<file path="src/rtl/led_fx_pkg.sv">
// Shared definitions for the LED bar effects: FSM state codes, shift direction
// constants and the default timing shared with the shifter top level.
package led_fx_pkg;

  typedef enum logic [1:0] {
    ST_IDLE  = 2'd0,
    ST_FILL  = 2'd1,
    ST_DRAIN = 2'd2,
    ST_HOLD  = 2'd3
  } led_state_e;

  localparam logic DIR_R2L = 1'b1;
  localparam logic DIR_L2R = 1'b0;

  localparam int unsigned DEF_TICK_DIV   = 25_000_000;
  localparam int unsigned DEF_WIDTH      = 8;
  localparam int unsigned DEF_HOLD_STEPS = 4;

endpackage

</file>
<file path="src/rtl/led_tick_gen.sv">
// Prescaler: counts 0..TICK_DIV-1 while en is high and flags the last count with
// a one-cycle tick; the count is held at zero while en is low.
module led_tick_gen
  import led_fx_pkg::*;
#(
  parameter int unsigned TICK_DIV = DEF_TICK_DIV
) (
  input  logic clk,
  input  logic reset,
  input  logic en,
  output logic tick
);

  localparam int unsigned CW = (TICK_DIV > 1) ? $clog2(TICK_DIV) : 1;
  localparam logic [CW-1:0] LAST = CW'(TICK_DIV - 1);

  logic [CW-1:0] count_q;
  logic [CW-1:0] count_d;

  always_comb begin
    count_d = count_q;
    if (!en) begin
      count_d = '0;
    end else if (count_q == LAST) begin
      count_d = '0;
    end else begin
      count_d = count_q + 1'b1;
    end
  end

  always_ff @(posedge clk or posedge reset) begin
    if (reset) begin
      count_q <= '0;
    end else begin
      count_q <= count_d;
    end
  end

  assign tick = en && (count_q == LAST);

endmodule

</file>
<file path="src/rtl/led_fill_seq.sv">
// Fill/drain step sequencer feeding the serial LED shifter (s_in, lr, shift_en).
// Define LED_FX_HOLD_EN to insert HOLD_STEPS idle ticks at full and at empty.
module led_fill_seq
  import led_fx_pkg::*;
#(
  parameter int unsigned TICK_DIV   = DEF_TICK_DIV,
  parameter int unsigned WIDTH      = DEF_WIDTH,
  parameter int unsigned HOLD_STEPS = DEF_HOLD_STEPS
) (
  input  logic                       clk,
  input  logic                       reset,
  input  logic                       run,
  input  logic                       dir_sw,
  output logic                       s_in,
  output logic                       lr,
  output logic                       shift_en,
  output logic [1:0]                 phase,
  output logic [$clog2(WIDTH+1)-1:0] step_cnt
);

  localparam int unsigned SW    = $clog2(WIDTH + 1);
  localparam int unsigned MAXC  = (HOLD_STEPS > WIDTH) ? HOLD_STEPS : WIDTH;
  localparam int unsigned CNT_W = $clog2(MAXC + 1);
  localparam logic [CNT_W-1:0] LAST_STEP = CNT_W'(WIDTH);
`ifdef LED_FX_HOLD_EN
  localparam logic [CNT_W-1:0] LAST_HOLD = CNT_W'(HOLD_STEPS);
`endif

  led_state_e       state_q, state_d;
  logic [CNT_W-1:0] step_cnt_q, step_cnt_d;
  logic             s_in_q, s_in_d;
  logic             lr_q, lr_d;
  logic             shift_en_q, shift_en_d;
  logic             tick;
  logic             tick_en;

  // Prescaler stops and clears in the same edge that run drops.
  assign tick_en = run && (state_q != ST_IDLE);

  led_tick_gen #(
    .TICK_DIV(TICK_DIV)
  ) u_tick_gen (
    .clk  (clk),
    .reset(reset),
    .en   (tick_en),
    .tick (tick)
  );

  // A phase ends one cycle after its last strobe, so s_in never changes under a strobe.
  always_comb begin
    state_d    = state_q;
    step_cnt_d = step_cnt_q;
    s_in_d     = s_in_q;
    lr_d       = lr_q;
    shift_en_d = 1'b0;
    if (!run) begin
      state_d    = ST_IDLE;
      step_cnt_d = '0;
      s_in_d     = 1'b0;
    end else begin
      case (state_q)
        ST_IDLE: begin
          state_d    = ST_FILL;
          step_cnt_d = '0;
          s_in_d     = 1'b1;
          lr_d       = dir_sw ? DIR_R2L : DIR_L2R;
        end
        ST_FILL: begin
          if (step_cnt_q == LAST_STEP) begin
            step_cnt_d = '0;
`ifdef LED_FX_HOLD_EN
            state_d    = ST_HOLD;
`else
            state_d    = ST_DRAIN;
            s_in_d     = 1'b0;
`endif
          end else if (tick) begin
            shift_en_d = 1'b1;
            step_cnt_d = step_cnt_q + 1'b1;
          end
        end
        ST_DRAIN: begin
          if (step_cnt_q == LAST_STEP) begin
            step_cnt_d = '0;
`ifdef LED_FX_HOLD_EN
            state_d    = ST_HOLD;
`else
            state_d    = ST_FILL;
            s_in_d     = 1'b1;
            lr_d       = dir_sw ? DIR_R2L : DIR_L2R;
`endif
          end else if (tick) begin
            shift_en_d = 1'b1;
            step_cnt_d = step_cnt_q + 1'b1;
          end
        end
        ST_HOLD: begin
`ifdef LED_FX_HOLD_EN
          // s_in still carries the previous phase, which tells us where to go next.
          if (step_cnt_q == LAST_HOLD) begin
            step_cnt_d = '0;
            if (s_in_q) begin
              state_d = ST_DRAIN;
              s_in_d  = 1'b0;
            end else begin
              state_d = ST_FILL;
              s_in_d  = 1'b1;
              lr_d    = dir_sw ? DIR_R2L : DIR_L2R;
            end
          end else if (tick) begin
            step_cnt_d = step_cnt_q + 1'b1;
          end
`else
          state_d    = ST_IDLE;
          step_cnt_d = '0;
          s_in_d     = 1'b0;
`endif
        end
        default: begin
          state_d    = ST_IDLE;
          step_cnt_d = '0;
          s_in_d     = 1'b0;
        end
      endcase
    end
  end

  always_ff @(posedge clk or posedge reset) begin
    if (reset) begin
      state_q    <= ST_IDLE;
      step_cnt_q <= '0;
      s_in_q     <= 1'b0;
      lr_q       <= 1'b0;
      shift_en_q <= 1'b0;
    end else begin
      state_q    <= state_d;
      step_cnt_q <= step_cnt_d;
      s_in_q     <= s_in_d;
      lr_q       <= lr_d;
      shift_en_q <= shift_en_d;
    end
  end

  assign s_in     = s_in_q;
  assign lr       = lr_q;
  assign shift_en = shift_en_q;
  assign phase    = state_q;
  assign step_cnt = step_cnt_q[SW-1:0];

endmodule

</file>
<file path="config.mk">
export PLATFORM = sky130hd
export DESIGN_NAME = led_fill_seq
export DESIGN_NICKNAME = d
export VERILOG_FILES = /design/src/rtl/led_fx_pkg.sv /design/src/rtl/led_tick_gen.sv /design/src/rtl/led_fill_seq.sv
export SDC_FILE = /design/constraint.sdc
export NUM_CORES = 1
export LEC_CHECK = 0
export ABC_AREA = 1
export CAP_MARGIN = 0
export CORE_MARGIN = 5
export CORE_UTILIZATION = 61
export CTS_BUF_LIST = sky130_fd_sc_hd__clkbuf_8
export CTS_CLUSTER_SIZE = 16
export DETAILED_ROUTE_END_ITERATION = 8
export PLACE_DENSITY = 0.82
export SLEW_MARGIN = 20
export SYNTH_ARGS = -nofsm -noshare
export SYNTH_HDL_FRONTEND = slang
export SYNTH_HIERARCHICAL = 1
export SYNTH_SLANG_ARGS = --single-unit
</file>
<file path="constraint.sdc">
create_clock -name clk -period 2 [get_ports clk]
set_input_delay 0.6 -clock clk [delete_from_list [all_inputs] [get_ports clk]]
set_output_delay 0.6 -clock clk [all_outputs]
set_load 0.02 [all_outputs]
</file>
== After elaboration in Yosys (flattened, before gate mapping) ==
Cells that the tools add are included.

* Add/subtract/negate cells: 2
* Equal/unequal tests: 9
* Reduce and logical (&&, ||, !) cells: 9
* Muxes and demuxes: 21

{| class="wikitable"
|+ Operators by type and width
! cell !! number
|-
| 2-to-1 mux 25 bit || 2
|-
| adder 25 x 1 -> 25 bit, second input constant || 1
|-
| == test 25 bit, second input constant || 1
|-
| 2-to-1 mux 4 bit || 3
|-
| 2-to-1 mux 1 bit || 9
|-
| one-hot mux 2 bit (4 select lines) || 1
|-
| one-hot mux 4 bit (2 select lines) || 1
|-
| 2-to-1 mux 2 bit || 3
|-
| inequality test 3 bit, second input constant || 2
|-
| adder 4 x 1 -> 4 bit, second input constant || 1
|-
| == test 2 bit, second input constant || 2
|-
| == test 4 bit, second input constant || 1
|-
| inequality test 4 x 2 -> 1 bit, second input constant || 1
|-
| one-hot mux 1 bit (4 select lines) || 1
|-
| nonzero test 2 bit || 2
|-
| OR reduction 2 bit || 2
|-
| AND reduction 3 bit || 1
|-
| == test 2 x 1 -> 1 bit, second input constant || 1
|-
| logical AND 1 bit || 2
|-
| logical NOT 2 bit || 1
|-
| inequality test 2 bit, second input constant || 1
|-
| one-hot mux 1 bit (2 select lines) || 1
|-
| AND reduction 2 bit || 1
|}

* Input bits: 4
* Bits in registers: 34

== Logic depth before layout (Yosys ltp) ==
Gate-level depths: netlist of the first run.

* Depth after elaboration: 7
* Mapped depth: 12
* Mapped depth without buffers: 12

== By module ==
Netlist of the first run, hierarchy kept.

{| class="wikitable"
|+ By module, submodules not included
! module !! cells each !! times used !! area each (um^2)
|-
| led_tick_gen || 202 || 1 || 1606.5
|-
| led_fill_seq || 64 || 1 || 496.7
|}

== Least setup slack after synthesis of the first run ==
OpenSTA, ideal clock, no wires.

* Kind: reg-to-reg
* From: reg, netlist name s_in
* To: reg step_cnt_q[3] (netlist: step_cnt[3])
* Library setup time: 0.118 ns
* Cell stages (with the launch flop): 12
* Path slack: 0.071 ns
* Buffers on the path: 1
* Arrival time: 1.811 ns
* Cells stage by stage: dfrtp_1 -> inv_1 -> ha_1 -> nor2_1 -> buf_4 -> clkinv_1 -> nor2_1 -> nand2_1 -> nor2_1 -> nand2_1 -> nand2_1 -> nor2_1

{| class="wikitable"
|+ RTL lines
! element !! RTL line !! text
|-
| end signal, assigned || led_fill_seq.sv:137 || <nowiki>step_cnt_q <= step_cnt_d;</nowiki>
|-
| end, declared || led_fill_seq.sv:30 || <nowiki>logic [CNT_W-1:0] step_cnt_q, step_cnt_d;</nowiki>
|}

== Worst setup path after layout of the first run ==
* From: reg step_cnt_q[1] (netlist: step_cnt[1])
* To: out step_cnt[1]

{| class="wikitable"
|+ RTL lines
! element !! RTL line !! text
|-
| end, declared || led_fill_seq.sv:18 || <nowiki>output logic [$clog2(WIDTH+1)-1:0] step_cnt</nowiki>
|}

No word-level cell between the ends.

==> results of run 1 <==
registers in the layout, summed over array words and instances, names as in the netlist:
signal              count
s_in                    1
u_tick_gen/count_q     25
shift_en                1
phase                   1
lr                      1
step_cnt                4
worst min path at each step:
stage                   startpoint              to  slack (ns)
CTS                 lr$_DFFE_PP0P_  lr$_DFFE_PP0P_        0.48
floorplan                    reset  lr$_DFFE_PP0P_        0.42
global route        lr$_DFFE_PP0P_  lr$_DFFE_PP0P_        0.52
detailed placement  lr$_DFFE_PP0P_  lr$_DFFE_PP0P_        0.46
global placement    lr$_DFFE_PP0P_  lr$_DFFE_PP0P_        0.46
finish              lr$_DFFE_PP0P_  lr$_DFFE_PP0P_        0.47
layer usage:
metal	vias to the layer above	GRT usage [%]	wire length [um]
met5	-	0	0
met2	32	35.76	2103
met4	0	9.489	77
met1	814	26.28	1831
met3	8	6.159	157
li1	859	-	-
metrics by stage:
stage	util [%]	area (um2)	hold WS [ns]	TNS, ns	setup WS (ns)
floorplan	-	2103	0.4157	0	0.07134
global placement	69.25	2311	0.4601	-0.05814	-0.05814
detailed placement	69.25	2311	0.4623	-0.1090	-0.09197
CTS	72.74	2427	0.4803	0	0.01069
global route	73.12	2440	0.5193	0	0.02674
finish	73.12	2440	0.4738	0	0.07145
power breakdown:
| group | internal (uW) | leakage [uW] | switching, uW |
|---|---|---|---|
| sequential | 678 | 0.000457 | 9.24 |
| combinational | 58.0 | 0.000621 | 94.3 |
| clock | 401 | 0.0000626 | 241 |
| total | 1140 | 0.00114 | 344 |
synthesized netlist by cell type:
library cell / number / share of area (%)
nor3_1: 1 / 0.24
o21ai_0: 3 / 0.71
buf_4: 2 / 0.71
clkinv_1: 1 / 0.18
nand3_1: 22 / 5.2
o21ai_2: 1 / 0.42
nor2_1: 48 / 8.6
nand2_1: 49 / 8.7
nand4_1: 3 / 0.89
ha_1: 6 / 3.6
dfrtp_1: 33 / 39
nand2_2: 13 / 3.9
xor2_1: 9 / 3.7
nand3_4: 1 / 0.83
nor2_8: 1 / 0.95
nor2_4: 10 / 5.4
inv_2: 1 / 0.18
inv_1: 31 / 5.5
xnor2_1: 4 / 1.7
a21oi_1: 6 / 1.4
nand2_4: 4 / 2.1
nor2_2: 15 / 4.5
nand2_8: 1 / 0.95
nor3b_1: 1 / 0.36
final cells by class:
type | instances | area [um2]
multi-input combinational | 198 | 1139
inverter | 33 | 123.9
timing repair buffer | 18 | 177.7
tap | 46 | 57.56
sequential | 33 | 825.8
clock buffer | 6 | 82.58
clock inverter | 2 | 33.78
fill | 267 | 897.1
cells by family after synthesis:
| kind of cell | after synthesis |
|---|---|
| simple gates | 169 |
| compound gates | 10 |
| buf+inv | 35 |
| flops | 33 |
| xor+xnor | 13 |
| fa+ha+maj | 6 |
==> results.cfg, run 1 <==
[synthesis]
synth_xor_area_share_pct = 5.413
synthAdderAreaFrac_pct = 3.569
synth-compound-area-share_pct = 2.558
syn_area_per_cell_um2 = 7.907
ys_warn_count = 6
netlist_instances = 266
postSynthRegisterBits = 33
yosys.area_share.simple_pct = 42.59
yosysSeqAreaShare_pct = 39.26
synth_mux_area_share_pct = 0
synth.distinct_cells = 24
synth_area_um2 = 2103
synth_top_family_by_area = simple AND/OR/NAND/NOR gates
syn_nets = 276

[setup_path]
path_buf_inv = 1
crit_fanout = 5
critPathCapture = step_cnt[1]
cp_cell_sequence = clkdlybuf4s50_1
r2r-end = step_cnt[3]$_DFFE_PP0P_
cp-start-kind = flip-flop
slowest_stage = clkdlybuf4s50_1
crit_required_ns = 1.40
crit_start = step_cnt[1]$_DFFE_PP0P_
r2r_start = u_tick_gen/count_q[1]$_DFF_PP0_
crit_path_end_kind = primary output
max_stage_delay_ns = 0.63
r2r_cells = 12
crit_type = flip-flop to primary output
reg2reg_slack_ns = 0.21
arrival_ns = 1.33
path_delay_family = buffers and inverters
worstSetupPathDepth = 1

[timing]
rsz0062_at_grt = false
timing.fmax_mhz = 518.5
setup_violations = 0
max_slew.worst_pin.slew_ns = 0.3217
drv_slew = 0
max-slew-margin-rel_pct = 78.55
final_hold_viol_count = 0
finalCritPeriodShare_pct = 96.43
min_period_ns = 1.929
worst_clock_skew_ns = 0.007346

[floorplan]
fp.dieW_um = 68.72
io_pins = 13
rows = 21
core-area_um2 = 3337
die_area_um2 = 4722
die_y_um = 68.72
initial_core_util_pct = 63.03

[finish]
diodes = 0
drive_gt1_share_pct = 20.69
layout_commonest_cell = nand2_1
final_cell_mix = nand2_1, nor2_1, dfrtp_1
nets = 299
final_cells = 336
synthToLayoutAreaGrowth_pct = 16.00

[clock_tree]
h-tree-depth = 2
clk_path_buf_depth = 2
ctsResizeCount = 0
clock_sinks = 33
path_clk_slew_ns = 0.07
clockRootBuffer = clkbuf_8
cts_tree = done
hold_buffers = 0
clk_latency_ns = 0.28
numCtsBuffers = 5
post-cts-setup-buffer-count = 0

[grt]
grt_usage_pct = 21.68
grt_pass1_wl_um = 7569
grt-ovfl-total = 0
antenna_found_initial = 0
grt_max_degree = 26
grt_pass1_vias = 1770

[placed_design]
place_congestion = 0.9229
hpwl_um = 3181
port_buffers = 12
dp_cells = 328

[power]
leakage_uw = 0.001141
p_total_uw = 1481
irDropWorstVdd_mv = 0.5290
power_density_nw_per_um2 = 606.9

[detailed_routing]
drt_first_iter_violations = 79
wl_per_cell_um = 12.41
via_per_inst = 5.098
drc = 0
routed_wl_um = 4169
postRouteAntennaNets = 0
vias = 1713
first_pass_iters = 4

[hold_path]
min_path_type = flip-flop to flip-flop
hold_path_depth = 2

[job]
drv_cap = 0

[status]
status = complete, no violations
Power figures use the tool's default switching activity.
==> inputs of run 2 (changes only) <==
--- a/config.mk
+++ b/config.mk
@@ -5,14 +5,14 @@
 export SDC_FILE = /design/constraint.sdc
 export NUM_CORES = 1
 export LEC_CHECK = 0
-export ABC_AREA = 1
-export CAP_MARGIN = 0
+export ABC_AREA = 0
+export CAP_MARGIN = 10
 export CORE_MARGIN = 5
-export CORE_UTILIZATION = 61
+export CORE_UTILIZATION = 60
 export CTS_BUF_LIST = sky130_fd_sc_hd__clkbuf_8
 export CTS_CLUSTER_SIZE = 16
 export DETAILED_ROUTE_END_ITERATION = 8
-export PLACE_DENSITY = 0.82
+export PLACE_DENSITY = 0.81
 export SLEW_MARGIN = 20
 export SYNTH_ARGS = -nofsm -noshare
 export SYNTH_HDL_FRONTEND = slang
==> run 2 against run 1 <==
  * Clock power down 0.6%
  * Hold slack better by 0.064 ns
  * Synthesized area down 14%
  * Via count down 7.9%
  * Register-to-register slack worse by 0.11 ns
  * Critical endpoint is now phase[0]
  * Largest cell class unchanged
==> results.cfg, run 2 <==
[status]
status = complete, no violations

[floorplan]
die_area_um2 = 4199
fp.dieW_um = 64.80
initial_core_util_pct = 63.69
io_pins = 13
core-area_um2 = 2829
rows = 19
die_y_um = 64.80

[synthesis]
synth_common_cells = dfrtp_1, nor2_1, nand3_1
ys_async_sr_fraction_pct = 100.0
synth_area_leaders = dfrtp_1, nor2_1, xnor2_1
ys_warn_count = 6
synth_xor_area_share_pct = 8.264
synth.distinct_cells = 35
syn_area_per_cell_um2 = 9.433
synth-edff-count = 0
syn_nets = 201
netlist_instances = 191
yosys.area_share.simple_pct = 29.79
ys.flop_type = dfrtp_1
yosysTopAreaCell = dfrtp_1
yosysSeqAreaShare_pct = 45.83
synth-compound-area-share_pct = 7.847
synth_area_um2 = 1802
synthAdderAreaFrac_pct = 4.167
synth_top_family_by_area = simple AND/OR/NAND/NOR gates
synth_top_cell_area_share_pct = 45.83
postSynthRegisterBits = 33
synth_most_common_cell = dfrtp_1
synth_mux_area_share_pct = 0.6250

[finish]
regMostFlops = u_tick_gen/count_q
synthToLayoutAreaGrowth_pct = 19.79
final_cells = 249
nets = 227
layout_commonest_cell = dfrtp_1
drive_gt1_share_pct = 12.39
largest_reg_flops = 25
diodes = 0
nFillCells = 191
final_cell_mix = dfrtp_1, nor2_1, nand3_1, inv_1, a21oi_1
final_area_um2 = 2158

[grt]
antenna_found_initial = 0
grt_max_degree = 26
grt_pass1_vias = 1529
use_met1_pct = 22.33
grtUsageMet2_pct = 37.68
gr-max-usage-layer = met2
use_met3_pct = 5.872
grt_pass1_wl_um = 6755
grt_usage_pct = 20.40
grt-ovfl-total = 0

[setup_path]
crit_type = flip-flop to primary output
max_stage_delay_ns = 0.63
path_buf_inv = 1
arrival_ns = 1.33
crit_path_end_kind = primary output
cp_cell_sequence = clkdlybuf4s50_1
path_delay_family = buffers and inverters
crit_required_ns = 1.40
cp-start-kind = flip-flop
worstSetupPathDepth = 1
r2r_cells = 5
crit_fanout = 6
slowest_stage = clkdlybuf4s50_1

[placed_design]
placed_area_um2 = 2034
port_buffers = 12
dp_cells = 241
hpwl_um = 2861
place_congestion = 0.8794

[clock_tree]
clockRootBuffer = clkbuf_8
post-cts-setup-buffer-count = 0
clk_latency_ns = 0.28
h-tree-depth = 2
clk_path_buf_depth = 2
clock_sinks = 33
cts_tree = done
hold_buffers = 0
numCtsBuffers = 5
path_clk_slew_ns = 0.07
ctsResizeCount = 0

[hold_path]
hold_path_depth = 1
min_path_type = flip-flop to flip-flop

[power]
power_density_nw_per_um2 = 667.5
irDropWorstVdd_mv = 0.5805
leakage_uw = 0.0008918

[timing]
final_hold_viol_count = 0
finalCritPeriodShare_pct = 96.63
min_period_ns = 1.933
rsz0062_at_grt = false
max_slew.worst_pin.slew_ns = 0.3601
timing.fmax_mhz = 517.4
max-slew-margin-rel_pct = 75.77
worst_clock_skew_ns = 0.009622
setup_violations = 0
drv_slew = 0

[detailed_routing]
routed_wl_um = 3933
wl_per_cell_um = 15.80
postRouteAntennaNets = 0
vias = 1577
first_pass_iters = 4
via_per_inst = 6.333
drt_first_iter_violations = 118
drc = 0

[job]
drv_cap = 0
## run 2: cell types whose count changed in the layout (fill, tap and decap cells not counted), moves of 5 or more
cell / delta
nand2_1: -39
nor2_1: -24
inv_1: -20
nor2_2: -15
nand2_2: -13
nand3_1: -10
nor2_4: -10
nand4_1: +7
and4_1: +6
o21ai_0: +6
xnor2_1: +6
a21oi_1: +5
## run 2: layout make-up
cell class	instances	area, um2	area share [%]
multi-input cells	143	915.9	42.43
flip-flops and latches	33	825.8	38.26
repair buffers	23	220.2	10.20
clock buffers	6	82.58	3.826
inverters	11	41.29	1.913
well taps	31	38.79	1.797
clock inverters	2	33.78	1.565
## run 2: cells by family after synthesis
| family | count (synthesis) |
|---|---|
| buf+inv | 15 |
| xor+xnor | 17 |
| compound gates | 25 |
| flops | 33 |
| mux | 1 |
| simple gates | 94 |
| fa+ha+maj | 6 |
## run 2: power breakdown
group          internal (uW)  leakage [uW]  switching [uW]  total [uW]
registers                677      0.000457            8.82         685
clock network            401     0.0000626             236         637
logic                   53.1      0.000372            65.1         118
## run 2: worst paths after layout
check / start / to / slack, ns
worst max-delay path: s_in$_DFFE_PP0P_ / phase[0] / 0.07
worst min-delay path: lr$_DFFE_PP0P_ / lr$_DFFE_PP0P_ / 0.54
worst max register to register: u_tick_gen/count_q[1]$_DFF_PP0_ / u_tick_gen/count_q[18]$_DFF_PP0_ / 0.10
worst min register to register: lr$_DFFE_PP0P_ / lr$_DFFE_PP0P_ / 0.54
max in group asynchronous: reset / u_tick_gen/count_q[10]$_DFF_PP0_ / 1.05
min in group asynchronous: reset / s_in$_DFFE_PP0P_ / 0.60
## run 2: through the flow
stage | hold WS, ns | power [uW] | utilization [%] | setup slack, ns | setup TNS, ns
2_1_floorplan | 0.4157 | 765.5 | - | 0.01484 | 0
3_3_place_gp | 0.4882 | 813.0 | 71.92 | -0.04223 | -0.04223
3_5_place_dp | 0.5258 | 816.8 | 71.92 | -0.06427 | -0.1224
4_1_cts | 0.5413 | 1451 | 76.03 | 0.03478 | 0
5_1_grt | 0.5728 | 1507 | 76.29 | 0.01121 | 0
6_report | 0.5378 | 1441 | 76.29 | 0.06738 | 0
## run 2: per-layer routing
| metal | up-vias | wire (um) |
|---|---|---|
| met5 | - | 0 |
| met1 | 776 | 1613 |
| met2 | 64 | 2073 |
| met3 | 2 | 228 |
| li1 | 735 | - |
| met4 | 0 | 18 |
